<file path="src/rtl/image_rom_arbiter.sv">
// rtl/image_rom_arbiter.sv - shares one registered 32x32 image ROM between N_REQ sprite drawers
// Define IMAGE_ROM_ARB_FIXED_PRIO_EN for lowest-index-wins priority; default build is round-robin.
module image_rom_arbiter #(
  parameter int N_REQ = 2
) (
  input  logic                clk,
  input  logic                rst_n,
  input  logic [N_REQ-1:0]    req,
  input  logic [10*N_REQ-1:0] addr,
  output logic [N_REQ-1:0]    gnt,
  output logic [9:0]          rom_address,
  input  logic [11:0]         rom_rgb,
  output logic [N_REQ-1:0]    rd_valid,
  output logic [11:0]         rd_data
);

  localparam int IDW = (N_REQ > 1) ? $clog2(N_REQ) : 1;

  logic [IDW-1:0]   w_win;
  logic             w_accept;
  logic [N_REQ-1:0] w_gnt;
  logic [9:0]       w_win_addr;

  logic [9:0]       r_rom_address;
  logic             r_s1_valid;
  logic [IDW-1:0]   r_s1_id;
  logic             r_s2_valid;
  logic [IDW-1:0]   r_s2_id;

`ifdef IMAGE_ROM_ARB_FIXED_PRIO_EN
  // Scan high to low so the lowest asserted index is the last (winning) assignment.
  always_comb begin
    w_win    = '0;
    w_accept = 1'b0;
    for (int i = N_REQ - 1; i >= 0; i--) begin
      if (req[i]) begin
        w_win    = IDW'(i);
        w_accept = 1'b1;
      end
    end
  end
`else
  logic [IDW-1:0] r_rr_ptr;

  // Offsets are scanned far-to-near so the requester closest after r_rr_ptr wins.
  always_comb begin
    logic [IDW-1:0] v_idx;
    v_idx    = '0;
    w_win    = '0;
    w_accept = 1'b0;
    for (int k = N_REQ; k >= 1; k--) begin
      v_idx = IDW'((int'(r_rr_ptr) + k) % N_REQ);
      if (req[v_idx]) begin
        w_win    = v_idx;
        w_accept = 1'b1;
      end
    end
  end

  always_ff @(posedge clk or negedge rst_n) begin
    if (!rst_n) begin
      r_rr_ptr <= IDW'(N_REQ - 1);
    end else if (w_accept) begin
      r_rr_ptr <= w_win;
    end
  end
`endif

  always_comb begin
    w_gnt = '0;
    if (w_accept && rst_n) begin
      w_gnt[w_win] = 1'b1;
    end
  end

  always_comb begin
    w_win_addr = '0;
    for (int i = 0; i < N_REQ; i++) begin
      if (w_win == IDW'(i)) begin
        w_win_addr = addr[10*i +: 10];
      end
    end
  end

  always_ff @(posedge clk or negedge rst_n) begin
    if (!rst_n) begin
      r_rom_address <= '0;
      r_s1_valid    <= 1'b0;
      r_s1_id       <= '0;
      r_s2_valid    <= 1'b0;
      r_s2_id       <= '0;
    end else begin
      r_s1_valid <= w_accept;
      if (w_accept) begin
        r_rom_address <= w_win_addr;
        r_s1_id       <= w_win;
      end
      r_s2_valid <= r_s1_valid;
      r_s2_id    <= r_s1_id;
    end
  end

  always_comb begin
    rd_valid = '0;
    for (int i = 0; i < N_REQ; i++) begin
      rd_valid[i] = r_s2_valid && (r_s2_id == IDW'(i));
    end
  end

  assign gnt         = w_gnt;
  assign rom_address = r_rom_address;
  assign rd_data     = r_s2_valid ? rom_rgb : 12'h000;

endmodule
</file>
<file path="config.mk">
export PLATFORM = sky130hd
export DESIGN_NAME = image_rom_arbiter
export DESIGN_NICKNAME = d
export VERILOG_FILES = /design/src/rtl/image_rom_arbiter.sv
export SDC_FILE = /design/constraint.sdc
export NUM_CORES = 1
export LEC_CHECK = 0
export CORE_MARGIN = 2
export CORE_UTILIZATION = 34
export DETAILED_ROUTE_END_ITERATION = 8
export GPL_ROUTABILITY_DRIVEN = 0
export PLACE_DENSITY = 0.77
export SYNTH_ARGS = -nofsm -noshare
export SYNTH_HDL_FRONTEND = slang
export SYNTH_SLANG_ARGS = --single-unit
</file>
<file path="constraint.sdc">
create_clock -name clk -period 1.4 [get_ports clk]
set_input_delay 0.28 -clock clk [delete_from_list [all_inputs] [get_ports clk]]
set_output_delay 0.28 -clock clk [all_outputs]
set_load 0.05 [all_outputs]
</file>
==> flow_summary.yaml, run 1 <==
outcome:
  run_status: "finished, violations left"
  failing_checks: "negative hold slack, negative setup slack"
hold_path:
  timing.hold.worst.class: "input pin to async pin"
yosys:
  syn-mean-instance-area_um2: 9.864
  synth.ff_latch_count: 15
  ys_warn_count: 0
  synth-async-reset-ratio_pct: 100.0
  post_synth_edffs: 0
  synth.cells.most_frequent: "sky130_fd_sc_hd__dfrtp_1, sky130_fd_sc_hd__and2_1, sky130_fd_sc_hd__a31oi_1, sky130_fd_sc_hd__mux2i_1, sky130_fd_sc_hd__o21ai_1"
  dominantRegCellSynth: "sky130_fd_sc_hd__dfrtp_1"
  post_synth_inst_count: 86
  ys_types: 19
  synth.top_cells.by_area: "sky130_fd_sc_hd__dfrtp_1, sky130_fd_sc_hd__mux2i_1, sky130_fd_sc_hd__and2_1, sky130_fd_sc_hd__a31oi_1, sky130_fd_sc_hd__and3_1"
  synth.yosys.seq_area_share_pct: 44.40
  post-synth-top-area-fraction_pct: 41.30
  postSynthNetCount: 122
  synth_top_area_cell: "sky130_fd_sc_hd__dfrtp_1"
  synth.most_common_cell: "sky130_fd_sc_hd__dfrtp_1"
  synth.cell_area_um2: 848.3
floorplanning:
  core_outline_area_um2: 2410
  io-pin-count: 62
  die_width_um: 53.95
  dieArea_um2: 2911
  die_height_um: 53.95
  rows: 18
  floorplan.initialDensity_pct: 35.20
placement:
  dp_hpwl_mm: 2.091
  io_buffer_count: 61
setup_path:
  worstSetupStartpointType: "flop"
  regToRegSetupSlack_ns: 0.14
  critical_path_required_ns: 1.12
  timing.critical_path.to_type: "output port"
  timing.critical_path.arrival_ns: 1.25
  critPathKind: "flop to output port"
  cp_max_fo: 4
global_route:
  grt_util_all_layers_pct: 21.02
  grt_max_degree: 16
  first_global_vias: 934
  number_of_antenna_violations_at_the_first_check_in_global_routing: 0
  grt_first_pass_wirelength_mm: 4.395
  grt_overflow_total: 0
clocking:
  clk_pin_slew_worst_paths_ns: 0.09
  clock_latency_ns: 0.29
  cts_buffers: 3
  htreeDepth: 1
  tritoncts_num_sinks: 15
  cts-root-buf: "sky130_fd_sc_hd__clkbuf_4"
  tritoncts_clock_tree: "yes"
  cts_max_path_buffers: 2
sta:
  fin_hold_ws_ns: -0.01089
  rsz0062_at_grt: "true"
  fin_tns_setup_ns: -0.4608
  period_minus_slack_ns: 1.534
  period_utilisation_layout_pct: 109.6
  fin_ws_ns: -0.1341
  relSlewSlack_pct: 89.84
  setup_viol: 16
  finalClockSkew_ns: 0.0008957
  timing.final.max_slew_violations: 0
  fmax_mhz: 651.9
  worst_pin_slew_ns: 0.1482
  timing.final.hold_violations: 9
route:
  residual_drc: 0
  wire_per_inst_um: 15.09
  detailedRoute.firstPassIterationCount: 4
  routed-via-count: 945
  detail-route-antenna-nets: 0
  viasPerCell: 5.053
  drt_first_iter_violations: 11
  detail_route.wirelength_mm: 2.822
cells_and_area:
  layout.nets: 194
  post_route_cells_drive_above_1_share_pct: 43.31
  finish.utilization_pct: 79.39
  area_delta_synth_final_pct: 125.5
  antenna-diode-count: 0
pwr:
  power_per_cell_area_nw_per_um2: 911.8
  leakage_nw: 0.8782
  ir_worst_vdd_mv: 0.7559
job:
  cap_viol_max_count: 0
==> what timing repair did <==
item	4_1_cts	5_1_grt
endpoints found under the hold margin	0	5
setup endpoints to repair	16	20
pin swaps	1	0
hold buffers	0	1
gates resized for setup	25	4
cloned	0	0
setup buffers	4	0
==> sequential cells by signal (all words and copies together) (netlist names) <==
register / flops
r_s2_valid: 1
r_s2_id: 1
r_rr_ptr: 1
r_s1_id: 1
rom_address: 10
r_s1_valid: 1
==> logic make-up after synthesis <==
logic type	share of synthesized area (%)
AOI/OAI and AO/OA	15.34
DFF	44.40
and+or+nand+nor	21.39
buffers and inverters	7.079
muxes	11.80
==> metal layers <==
layer | vias to the layer above | global-route usage [%] | wire [µm]
met1 | 431 | 24.22 | 1029
met2 | 61 | 35.77 | 1380
met4 | 0 | 6.410 | 31
met3 | 3 | 8.056 | 380
met5 | - | 0 | 0
li1 | 450 | - | -
==> worst paths after layout <==
kind | startpoint | to | cells after the start
worst max-delay path | r_rr_ptr$_DFFE_PN1P_ | gnt[1] | 3
worst min-delay path | rst_n | rom_address[2]$_DFFE_PN0P_ | 2
worst max register to register | r_rr_ptr$_DFFE_PN1P_ | rom_address[8]$_DFFE_PN0P_ | 4
worst min register to register | r_s1_valid$_DFF_PN0_ | r_s2_valid$_DFF_PN0_ | 0
max in group asynchronous | rst_n | rom_address[9]$_DFFE_PN0P_ | 3
min in group clk | r_s1_valid$_DFF_PN0_ | r_s2_valid$_DFF_PN0_ | 0
==> area by class of cell <==
cell class,instances,area [µm²]
repair buffers,74,974.7
inverters,2,7.507
well taps,30,37.54
fillers,141,496.7
flip-flops and latches,15,377.9
multi-input cells,62,488.0
clock buffers,3,22.52
clock inverters,1,5.005
==> per-stage QoR <==
step	total power [mW]	area (µm²)	setup WS, ns	std cells
after floorplan	0.9422	859.6	0.04704	86
after global placement	1.420	1770	-0.1363	179
after detailed placement	1.438	1770	-0.1538	179
after CTS	1.746	1887	-0.1097	187
after global routing	1.820	1913	-0.1632	187
final	1.744	1913	-0.1341	187
==> layout by cell type (no fill, tap or decap) <==
cell,count
sky130_fd_sc_hd__inv_1,1
sky130_fd_sc_hd__dfstp_2,1
sky130_fd_sc_hd__clkdlybuf4s50_1,33
sky130_fd_sc_hd__o21ai_0,3
sky130_fd_sc_hd__dfrtp_2,1
sky130_fd_sc_hd__clkinv_2,1
sky130_fd_sc_hd__and3_2,3
sky130_fd_sc_hd__dfrtp_1,13
sky130_fd_sc_hd__and2_4,13
sky130_fd_sc_hd__a31oi_2,1
sky130_fd_sc_hd__dlygate4sd2_1,1
sky130_fd_sc_hd__a31oi_4,1
sky130_fd_sc_hd__buf_8,1
sky130_fd_sc_hd__mux2i_1,10
sky130_fd_sc_hd__buf_4,10
sky130_fd_sc_hd__nor2b_4,1
sky130_fd_sc_hd__a31oi_1,8
sky130_fd_sc_hd__inv_2,1
sky130_fd_sc_hd__and3_4,1
sky130_fd_sc_hd__dlymetal6s2s_1,1
sky130_fd_sc_hd__clkbuf_4,3
sky130_fd_sc_hd__o21ai_1,8
sky130_fd_sc_hd__buf_12,25
sky130_fd_sc_hd__or2_2,1
sky130_fd_sc_hd__a21oi_4,1
sky130_fd_sc_hd__and3_1,7
sky130_fd_sc_hd__o21a_1,1
sky130_fd_sc_hd__buf_6,2
sky130_fd_sc_hd__nand2_2,1
sky130_fd_sc_hd__dlygate4sd3_1,1
sky130_fd_sc_hd__nand2_1,2
==> where the power goes <==
part           switching [mW]  internal, mW  total, mW
clock network           0.146         0.106      0.253
logic                   0.449         0.492      0.941
registers              0.0596         0.491      0.550
total                   0.655          1.09       1.74
==> critical path, stage by stage, from the launching register on <==
cell,delay (ns)
sky130_fd_sc_hd__dfstp_2,0.59
sky130_fd_sc_hd__nand2_2,0.07
sky130_fd_sc_hd__and3_4,0.16
sky130_fd_sc_hd__buf_8,0.14
(Power assumes the default switching activity.)
==> run 2, diff against run 1 <==
Settings changed: RECOVER_POWER set to 50.
Clock period 1.4 ns to 1.5 ns, I/O delays scaled along.
==> flow_summary.yaml, run 2 (synthesized netlist as in run 1, its figures left out) <==
setup_path:
  timing.critical_path.to_type: "output port"
  critPathKind: "flop to output port"
  reg_to_reg_critical_path_startpoint: "r_rr_ptr$_DFFE_PN1P_"
  worst_setup_path_startpoint: "r_rr_ptr$_DFFE_PN1P_"
  timing.critical_path.arrival_ns: 1.23
  cp_max_fo: 3
  worstSetupStartpointType: "flop"
  critical_path_required_ns: 1.20
route:
  top_signal_layer_used: "met3"
  m1WireLength_um: 922
  routed-via-count: 909
  residual_drc: 0
  detail-route-antenna-nets: 0
  detail_route.wirelength_mm: 2.576
  viasPerCell: 5.022
  detailedRoute.firstPassIterationCount: 4
  detailroute.wirelength.met2_mm: 1.284
  wire_per_inst_um: 14.23
  drt_first_iter_violations: 17
  met3_length_um: 369
sta:
  timing.final.hold_violations: 0
  setup_viol: 2
  fin_ws_ns: -0.03111
  rsz0062_at_grt: "true"
  fin_tns_setup_ns: -0.05977
  fmax_mhz: 653.1
  finalClockSkew_ns: 0.002293
  relSlewSlack_pct: 47.55
  period_utilisation_layout_pct: 102.1
  timing.final.max_slew_violations: 0
  worst_pin_slew_ns: 0.7868
  period_minus_slack_ns: 1.531
clocking:
  cts_max_path_buffers: 2
  htreeDepth: 1
  clock_latency_ns: 0.28
  tritoncts_clock_tree: "yes"
  cts-root-buf: "sky130_fd_sc_hd__clkbuf_4"
  cts_buffers: 3
  tritoncts_num_sinks: 15
  clk_pin_slew_worst_paths_ns: 0.09
global_route:
  first_global_vias: 860
  grt_max_degree: 24
  grt_util_all_layers_pct: 18.69
  number_of_antenna_violations_at_the_first_check_in_global_routing: 0
  grt_first_pass_wirelength_mm: 3.933
  grt_overflow_total: 0
pwr:
  report.power.total_mw: 1.452
  pwr-share-clk_pct: 15.6
  total_switching_power_uw: 568.5
  p_int_uw: 883.3
  power_per_cell_area_nw_per_um2: 866.5
  power.sequential.fraction_pct: 34.1
  ir_worst_vdd_mv: 0.6203
  leakage_nw: 0.7626
  swShare_pct: 39.16
  pwr-share-comb_pct: 50.3
floorplanning:
  dieArea_um2: 2911
  io-pin-count: 62
  die_width_um: 53.95
  floorplan.initialDensity_pct: 35.20
  core_outline_area_um2: 2410
  rows: 18
  die_height_um: 53.95
placement:
  io_buffer_count: 61
  dp_hpwl_mm: 2.054
job:
  cap_viol_max_count: 0
cells_and_area:
  flip_flop_count_of_the_largest_register_after_layout: 10
  antenna-diode-count: 0
  layout.cells.most_common_list: "sky130_fd_sc_hd__clkdlybuf4s50_1, sky130_fd_sc_hd__buf_12, sky130_fd_sc_hd__and2_1, sky130_fd_sc_hd__dfrtp_1"
  layout.nets: 188
  area_delta_synth_final_pct: 97.49
  leading_cell_type_in_the_layout_fill_and_taps_excluded: "sky130_fd_sc_hd__clkdlybuf4s50_1"
  post_route_cells_drive_above_1_share_pct: 31.13
hold_path:
  hold_start: "r_s1_valid$_DFF_PN0_"
  timing.hold.worst.class: "flop to flop"
outcome:
  run_status: "finished, violations left"
  failing_checks: "negative setup slack"
-- run 2: cell count changes in the layout (fill, tap and decap cells not counted), moves of 2 or more --
cell                       previous run  this run
sky130_fd_sc_hd__and2_1               0        13
sky130_fd_sc_hd__and2_4              13         0
sky130_fd_sc_hd__clkbuf_2             0         9
sky130_fd_sc_hd__buf_12              25        17
sky130_fd_sc_hd__buf_4               10         5
sky130_fd_sc_hd__a31oi_1              8        10
sky130_fd_sc_hd__buf_6                2         0
-- run 2: worst paths after layout --
kind                            slack [ns]  cells past startpoint                          to
worst max-delay path                 -0.03                      3                      gnt[1]
worst max register to register        0.14                      5  rom_address[8]$_DFFE_PN0P_
min in group asynchronous             0.61                      2  rom_address[0]$_DFFE_PN0P_
worst min register to register        0.36                      0        r_s2_valid$_DFF_PN0_
max in group asynchronous             0.35                      2        r_s2_valid$_DFF_PN0_
worst min-delay path                  0.36                      0        r_s2_valid$_DFF_PN0_
-- run 2: layout make-up --
type,instances,area [µm²]
clock inverters,1,5.005
well taps,30,37.54
repair buffers,68,790.8
inverters,2,7.507
flip-flops and latches,15,377.9
multi-input cells,62,434.2
clock buffers,3,22.52
fillers,169,734.5
-- run 2: power groups by stage --
stage                     logic [mW]  registers [mW]  clock network (mW)
after global routing           0.767           0.502               0.257
after floorplan                0.257           0.622                   0
after global placement         0.804           0.516                   0
after CTS                      0.823           0.511               0.233
after detailed placement       0.817           0.517                   0
final                          0.730           0.495               0.227
-- run 2: per-stage QoR --
stage | cell area [µm²] | util, % | hold WS (ns) | setup WS [ns] | instances
global placement | 1748 | 72.53 | 0.3329 | -0.07781 | 176
floorplan | 859.6 | - | 0.004409 | 0.1270 | 86
CTS | 1787 | 74.14 | 0.3570 | -0.03475 | 180
finish | 1675 | 69.52 | 0.3582 | -0.03111 | 181
detailed placement | 1748 | 72.53 | 0.3356 | -0.1095 | 176
global route | 1675 | 69.52 | 0.3663 | -0.07383 | 181
-- run 2: metal layers --
layer	vias up	GRT usage [%]
met5	-	0
met4	0	3.846
met3	0	8.333
met2	59	32.32
met1	417	21.12
li1	433	-
-- run 2: timing repair --
action                                  4_1_cts  5_1_grt
resized for setup                             5        3
setup buffers                                 0        1
hold buffers                                  0        0
endpoints found under the setup margin        3        3
pin swaps                                     0        1
-- run 2: critical path, cell delays in order (launching register included) --
cell and delay, ns:
sky130_fd_sc_hd__dfstp_2 0.58, sky130_fd_sc_hd__nand2_2 0.06, sky130_fd_sc_hd__and3_4 0.18, sky130_fd_sc_hd__buf_8 0.14
